**src/rtl/nibble_serial_adder_pkg.sv**
```systemverilog
// Shared definitions for the nibble-serial adder: FSM encoding, nibble width
// and the nibble counter width helper.
package nibble_serial_adder_pkg;

  localparam int unsigned NIBBLE_W = 4;

  typedef enum logic [1:0] {
    StIdle = 2'd0,
    StAdd  = 2'd1,
    StDone = 2'd2
  } nsa_state_e;

  // A single-nibble build still needs a 1-bit counter to stay a legal vector.
  function automatic int unsigned cnt_width(input int unsigned nibbles);
    if (nibbles <= 1) begin
      return 1;
    end
    return $clog2(nibbles);
  endfunction

endpackage

```
**src/rtl/nsa_add4.sv**
```systemverilog
// Combinational 4-bit ripple-carry stage shared by every nibble of the
// serial adder.
module nsa_add4
  import nibble_serial_adder_pkg::*;
(
  input  logic [NIBBLE_W-1:0] a,
  input  logic [NIBBLE_W-1:0] b,
  input  logic                cin,
  output logic [NIBBLE_W-1:0] sum,
  output logic                cout
);

  always_comb begin
    logic c;
    c   = cin;
    sum = '0;
    for (int i = 0; i < NIBBLE_W; i++) begin
      sum[i] = a[i] ^ b[i] ^ c;
      c      = (a[i] & b[i]) | (c & (a[i] ^ b[i]));
    end
    cout = c;
  end

endmodule

```
**src/rtl/nibble_serial_adder.sv**
```systemverilog
// Wide adder that walks the operands one nibble per clock through a single
// 4-bit stage, linking nibbles with a registered carry.
module nibble_serial_adder
  import nibble_serial_adder_pkg::*;
#(
  parameter int unsigned NIBBLES = 4
) (
  input  logic                 clk,
  input  logic                 rst_n,
  input  logic                 in_valid,
  output logic                 in_ready,
  input  logic [4*NIBBLES-1:0] in_a,
  input  logic [4*NIBBLES-1:0] in_b,
  input  logic                 in_cin,
  output logic                 out_valid,
  input  logic                 out_ready,
  output logic [4*NIBBLES-1:0] out_sum,
  output logic                 out_cout,
  output logic                 out_ovf,
  output logic                 busy
);

  localparam int unsigned W  = NIBBLE_W * NIBBLES;
  localparam int unsigned CW = cnt_width(NIBBLES);

  localparam logic [CW-1:0] LastCnt = CW'(NIBBLES - 1);
  localparam logic [W-1:0]  NibMask = W'(4'hF);

  nsa_state_e state_q;

  logic [CW-1:0] cnt_q;
  logic [W-1:0]  a_q;
  logic [W-1:0]  b_q;
  logic          carry_q;

  logic [CW+1:0]       nib_idx;
  logic [NIBBLE_W-1:0] nib_a;
  logic [NIBBLE_W-1:0] nib_b;
  logic [NIBBLE_W-1:0] nib_sum;
  logic                nib_cout;
  logic                last_nib;
  logic                ovf_d;
  logic [W-1:0]        sum_d;

  // Bit offset of the active nibble; shifts keep the N=1 build free of
  // out-of-range part selects.
  assign nib_idx  = {cnt_q, 2'b00};
  assign nib_a    = NIBBLE_W'(a_q >> nib_idx);
  assign nib_b    = NIBBLE_W'(b_q >> nib_idx);
  assign last_nib = (cnt_q == LastCnt);

  nsa_add4 u_add4 (
    .a    (nib_a),
    .b    (nib_b),
    .cin  (carry_q),
    .sum  (nib_sum),
    .cout (nib_cout)
  );

  always_comb begin
    sum_d = (out_sum & ~(NibMask << nib_idx)) | (W'(nib_sum) << nib_idx);
    // Signed overflow only needs the operand MSBs and the final sum MSB.
    ovf_d = (a_q[W-1] == b_q[W-1]) && (nib_sum[NIBBLE_W-1] != a_q[W-1]);
  end

  always_ff @(posedge clk or negedge rst_n) begin
    if (!rst_n) begin
      state_q   <= StIdle;
      cnt_q     <= '0;
      a_q       <= '0;
      b_q       <= '0;
      carry_q   <= 1'b0;
      in_ready  <= 1'b1;
      out_valid <= 1'b0;
      busy      <= 1'b0;
      out_sum   <= '0;
      out_cout  <= 1'b0;
      out_ovf   <= 1'b0;
    end else begin
      case (state_q)
        StIdle: begin
          if (in_valid && in_ready) begin
            a_q      <= in_a;
            b_q      <= in_b;
            carry_q  <= in_cin;
            cnt_q    <= '0;
            in_ready <= 1'b0;
            busy     <= 1'b1;
            state_q  <= StAdd;
          end
        end

        StAdd: begin
          out_sum <= sum_d;
          carry_q <= nib_cout;
          if (last_nib) begin
            cnt_q     <= '0;
            out_cout  <= nib_cout;
            out_ovf   <= ovf_d;
            out_valid <= 1'b1;
            busy      <= 1'b0;
            state_q   <= StDone;
          end else begin
            cnt_q <= cnt_q + CW'(1);
          end
        end

        StDone: begin
          if (out_ready) begin
            out_valid <= 1'b0;
            in_ready  <= 1'b1;
            state_q   <= StIdle;
          end
        end

        default: begin
          out_valid <= 1'b0;
          busy      <= 1'b0;
          in_ready  <= 1'b1;
          state_q   <= StIdle;
        end
      endcase
    end
  end

endmodule

```
**config.mk**
```make
export PLATFORM = sky130hd
export DESIGN_NAME = nibble_serial_adder
export DESIGN_NICKNAME = d
export VERILOG_FILES = /design/src/rtl/nibble_serial_adder_pkg.sv /design/src/rtl/nsa_add4.sv /design/src/rtl/nibble_serial_adder.sv
export SDC_FILE = /design/constraint.sdc
export NUM_CORES = 1
export LEC_CHECK = 0
export CAP_MARGIN = 20
export CORE_UTILIZATION = 40
export CTS_CLUSTER_DIAMETER = 120
export DETAILED_ROUTE_END_ITERATION = 8
export PLACE_DENSITY = 0.77
export SLEW_MARGIN = 10
export SYNTH_ARGS = -nofsm -noshare
export SYNTH_HDL_FRONTEND = slang
export SYNTH_HIERARCHICAL = 1
export SYNTH_SLANG_ARGS = --single-unit
export TNS_END_PERCENT = 5
```
**constraint.sdc**
```tcl
create_clock -name clk -period 3.1 [get_ports clk]
set_input_delay 0.465 -clock clk [delete_from_list [all_inputs] [get_ports clk]]
set_output_delay 0.465 -clock clk [all_outputs]
set_load 0.01 [all_outputs]
```
-- Yosys cells after proc, flatten, opt, wreduce, memory -nomap -nowiden
Index checks and enable logic that the tools add are counted.
- flip-flop bits (word level): 58
- input port bits: 37
- word-level logic and storage cells: 79
- add/subtract/negate cells: 1
- eq/ne operators: 8
- shift operators: 4
- mux-type cells: 18
- bitwise operators: 26
- reduce and logical (&&, ||, !) cells: 11
- operators by type and width (operator ; number):
    $shr A16 B4 Y4 ; 2
    $and A16 B16 Y16 ; 1
    $not A16 Y16 ; 1
    $or A16 B16 Y16 ; 1
    $shl A4 B4 Y16 ; 1
    $shl A4 B4 Y16 const A ; 1
    $reduce_and A3 Y1 ; 4
    $mux W2 ; 5
    $pmux W1 S3 ; 3
    $and A1 B1 Y1 ; 8
    $xor A1 B1 Y1 ; 8
    $mux W1 ; 7
    $ne A2 B2 Y1 const B ; 3
    $pmux W2 S3 ; 1
    $reduce_and A2 Y1 ; 3
    $eq A2 B2 Y1 const B ; 2
    $or A1 B1 Y1 ; 4
    $pmux W2 S2 ; 1
    $not A1 Y1 ; 3
    $add A2 B1 Y2 const B ; 1
    $eq A2 B1 Y1 const B ; 1
    $logic_and A1 B1 Y1 ; 2
    $logic_not A2 Y1 ; 1
    $pmux W1 S2 ; 1
    other kinds (3) ; 3

-- Logic depth before layout (Yosys ltp)
- depth after elaboration: 11
- gate-level depth with buffers: 13
- mapped depth without buffers: 12

-- Hierarchy
The synthesis kept the hierarchy.
- modules (own cells, without submodules) (module ; times used ; cells each ; area an instance (sq um) ; sequential area each (sq um)):
    nibble_serial_adder ; 1 ; 176 ; 2653.8 ; 1452.6
    nsa_add4 ; 1 ; 14 ; 117.6 ; 0.0

-- Worst setup path after synthesis
No wires, ideal clock.
- path type: register to register
- from: register cnt_q[0]
- to: register out_ovf
- setup time: 0.084 ns
- data arrival time: 3.147 ns
- required time: 3.016 ns
- path slack: -0.131 ns
- stages on the path, launching flop included: 14
- period minus slack after synthesis: 3.231 ns
- cells stage by stage: dfrtp_1 buf_4 mux4_2 fa_1 inv_1 fa_1 inv_1 fa_1 inv_1 fa_1 inv_1 nor3b_1 a21oi_1 o21ai_0
- word-level cells in the longest chain between the ends: 11
- elaborated cells on any way between the ends: 20
- classes of those cells: 2 x eq/ne; 2 x shift; 14 x bitwise; 2 x reduce/logical
- ends and longest elaborated chain (what ; RTL line ; text):
    start: declaration ; nibble_serial_adder.sv:31 ; logic [CW-1:0] cnt_q;
    start signal: assignment ; nibble_serial_adder.sv:104 ; cnt_q <= cnt_q + CW'(1);
    $shr A16 B4 Y4 (*) ; nibble_serial_adder.sv:48 ; assign nib_a = NIBBLE_W'(a_q >> nib_idx);
    via nib_a[0] ; nibble_serial_adder.sv:37 ; logic [NIBBLE_W-1:0] nib_a;
    $xor A1 B1 Y1 ; nsa_add4.sv:19 ; c = (a[i] & b[i]) | (c & (a[i] ^ b[i]));
    $and A1 B1 Y1 ; nsa_add4.sv:19 ;
    $or A1 B1 Y1 (*) ; nsa_add4.sv:19 ;
    $and A1 B1 Y1 (*) ; nsa_add4.sv:19 ;
    $or A1 B1 Y1 (*) ; nsa_add4.sv:19 ;
    $and A1 B1 Y1 (*) ; nsa_add4.sv:19 ;
    $or A1 B1 Y1 (*) ; nsa_add4.sv:19 ;
    $xor A1 B1 Y1 (*) ; nsa_add4.sv:18 ; sum[i] = a[i] ^ b[i] ^ c;
    via nib_sum[3] ; nibble_serial_adder.sv:39 ; logic [NIBBLE_W-1:0] nib_sum;
    $ne A1 B1 Y1 (*) ; nibble_serial_adder.sv:63 ; ovf_d = (a_q[W-1] == b_q[W-1]) && (nib_sum[NIBBLE_W-1] != a_q[W-1]);
    $logic_and A1 B1 Y1 (*) ; nibble_serial_adder.sv:63 ;
    end signal: assignment ; nibble_serial_adder.sv:99 ; out_ovf <= ovf_d;
    end: declaration ; nibble_serial_adder.sv:19 ; output logic out_ovf,
The timed path passes the listed nets; every way through them passes the cells marked *.
A chain may end at the register's enable or synchronous reset.

-- Final worst setup path
Same ends and word-level chain as after synthesis.

==> metrics.cfg <==
[die]
die_y_um=85.2
die_x_um=85.2
start_util_pct=42.4
dieArea_um2=7270
rows=29
ioPinCount=58
core_area_um2=6530

[synth]
syn_inst=190
ys_seq_area_share_pct=52.4
ys_async_sr_fraction_pct=100
yosys.area.top_type_share_pct=51.5
dominantRegCellSynth=dfrtp_1
synthTopCellsByArea=dfrtp_1 51%, mux2_4 14%, mux4_2 6.5%, a32o_1 4.3%, fa_1 2.9%
synth_area_um2=2770
synth.distinct_cells=28
ys_seq_elements=58
yosysTopAreaCell=dfrtp_1
synth_warnings=6
syn_nets=235
synth_edf_count=0
synth.avg_cell_area_um2=14.6

[global_routing]
grt_pass1_vias=1772
antenna_found_initial=0
grt_overflow=0
grt_max_degree=46
grt_usage_pct=16.9
grt_pass1_wl_mm=9.08

[timing]
fin_crit_ns=2.99
hold_ws_ns=0.0118
fmax_mhz=334
clock_skew_ns=0.00812
slew_viol_final=0
slew_headroom_pct=59.0
final-setup-viol-count=0
finalCritPeriodShare_pct=96.5
hold_violations=0
grt_setup_unrepaired=true
worstMarginPinSlew_ns=0.615

[finish]
drive_gt1_share_pct=29.3
fin_util_pct=55.5
antenna_cells=0
layout.nets=303
areaGrowthSynthToFinish_pct=30.7
stdcell_area_um2=3620

[power_and_ir_drop]
vdd_drop_max_v=0.000462
powerDensity_nw_per_um2=1120
p_leak_nw=1.59

[route]
wl_met2_mm=2.61
top_layer=met4
wl_per_cell_um=16.2
ant_nets=0
drt_iter0_drc=110
wl_met1_mm=2.56
drt_wl_total_mm=5.52
num_vias=1770
drc=0
first_pass_iters=4
met3_length_um=263
routed_via_density=5.21

[run_status]
status=complete, no violations

[setup_path]
crit_type=register to register
cp-startpoint=cnt_q[0]$_DFFE_PN0P_
worst_r2r_path_depth=12
critPathArrivalTime_ns=3.25
startpoint_type=register
worstPathMaxFanout=5
reg2reg_from=cnt_q[0]$_DFFE_PN0P_
endpoint_kind=register
crit_required_ns=3.35

[cts]
htree_levels=3
cts_made_buffers=9
clkLatencyLatePin_ns=0.34
path_clk_slew_ns=0.07
cts_root_buf=clkbuf_8
clock_path_buffers=2
cts.sinks=58
holdBufCountCts=0
cts_tree=yes

[place]
dpl.hpwl_mm=4.00
post_dp_cell_area_um2=3370
port_buffers=57
routabilityCongestion=0.769

[hold_path]
worstHoldPathType=input pin to asynchronous set/reset pin

[run]
cap_violations=0

-- critical path: stages, from the launching register on --
cell and delay, ns:
dfrtp_2 0.40, mux4_2 0.53, fa_2 0.40, inv_2 0.06, fa_1 0.16, inv_2 0.04
fa_2 0.32, inv_2 0.06, fa_1 0.44, inv_2 0.12, nor3b_2 0.16, a21oi_1 0.06
o21ai_1 0.15
-- sequential cells by signal, summed over array words and instances, names as in the netlist --
register / count
state_q: 2
carry_q: 1
busy: 1
cnt_q: 2
out_valid: 1
out_ovf: 1
out_cout: 1
a_q: 16
b_q: 16
in_ready: 1
out_sum: 16
-- final timing paths --
kind	to	slack, ns
max	out_ovf$_DFFE_PN0P_	0.11
min	b_q[13]$_DFFE_PN0P_	0.01
max reg2reg	out_ovf$_DFFE_PN0P_	0.11
min reg2reg	out_sum[13]$_DFFE_PN0P_	0.48
max in group asynchronous	in_ready$_DFFE_PN1P_	2.56
min in group clk	out_sum[13]$_DFFE_PN0P_	0.48
-- layout by cell type, fill, tap and decap left out, drive strengths merged, types with 4 or more instances in the layout --
cell type	Yosys	routed
dfrtp	57	57
clkdlybuf4s50	0	56
mux2	33	33
nand2	18	18
clkbuf	2	15
a32o	12	12
inv	12	12
buf	8	11
mux4	8	8
nor2	7	7
o21ai	7	7
ha	4	4
fa	4	4
-- per-stage QoR --
step                total power, mW  setup WS (ns)  TNS, ns  std cells
global route                   4.32        -0.0251  -0.0251        340
floorplan                      2.53         0.0246        0        190
CTS                            3.88         0.0320        0        336
global placement               3.08          0.151        0        320
finish                         4.05          0.107        0        340
detailed placement             3.16         0.0185        0        320
-- power breakdown --
| group | total (mW) | leakage (nW) | internal [mW] | switching, mW |
|---|---|---|---|---|
| Clock | 0.689 | 0.106 | 0.399 | 0.290 |
| Combinational | 2.02 | 0.766 | 1.16 | 0.857 |
| Sequential | 1.35 | 0.717 | 1.11 | 0.241 |
-- kinds of logic after synthesis --
family | count (synthesis) | synth area share [%]
DFF | 58 | 52.4
muxes | 41 | 23.4
and+or+nand+nor | 34 | 6.23
AOI/OAI and AO/OA | 27 | 7.63
buffers and inverters | 22 | 5.60
adders and majority gates | 8 | 4.70
-- final cells by class --
cell class | count | area [um^2]
clock buffer | 15 | 196
multi-input combinational | 110 | 1170
clock inverter | 1 | 5.00
sequential | 58 | 1450
inverter | 12 | 45.0
tap | 77 | 96.3
fill | 550 | 2910
timing repair buffer | 67 | 653
-- cell usage after synthesis (3+ instances only) --
library cell	number
ha_1	4
mux2_2	7
nor2_1	7
o21ai_0	7
fa_1	4
dfrtp_1	57
a32o_1	12
mux4_2	8
nand2_1	18
buf_12	3
mux2_4	26
inv_1	12
nor2b_1	3
a21oi_1	3
-- routing by layer --
layer	track usage, %	vias up
met5	0	-
met4	7.40	0
met3	5.93	6
met2	25.2	50
met1	22.4	897
li1	-	817
-- repair_timing --
item                       in CTS  in global routing
pin swaps                       0                  2
resized for setup               1                  5
setup buffers                   0                  3
setup endpoints to repair       1                  1
(Power assumes the default switching activity.)
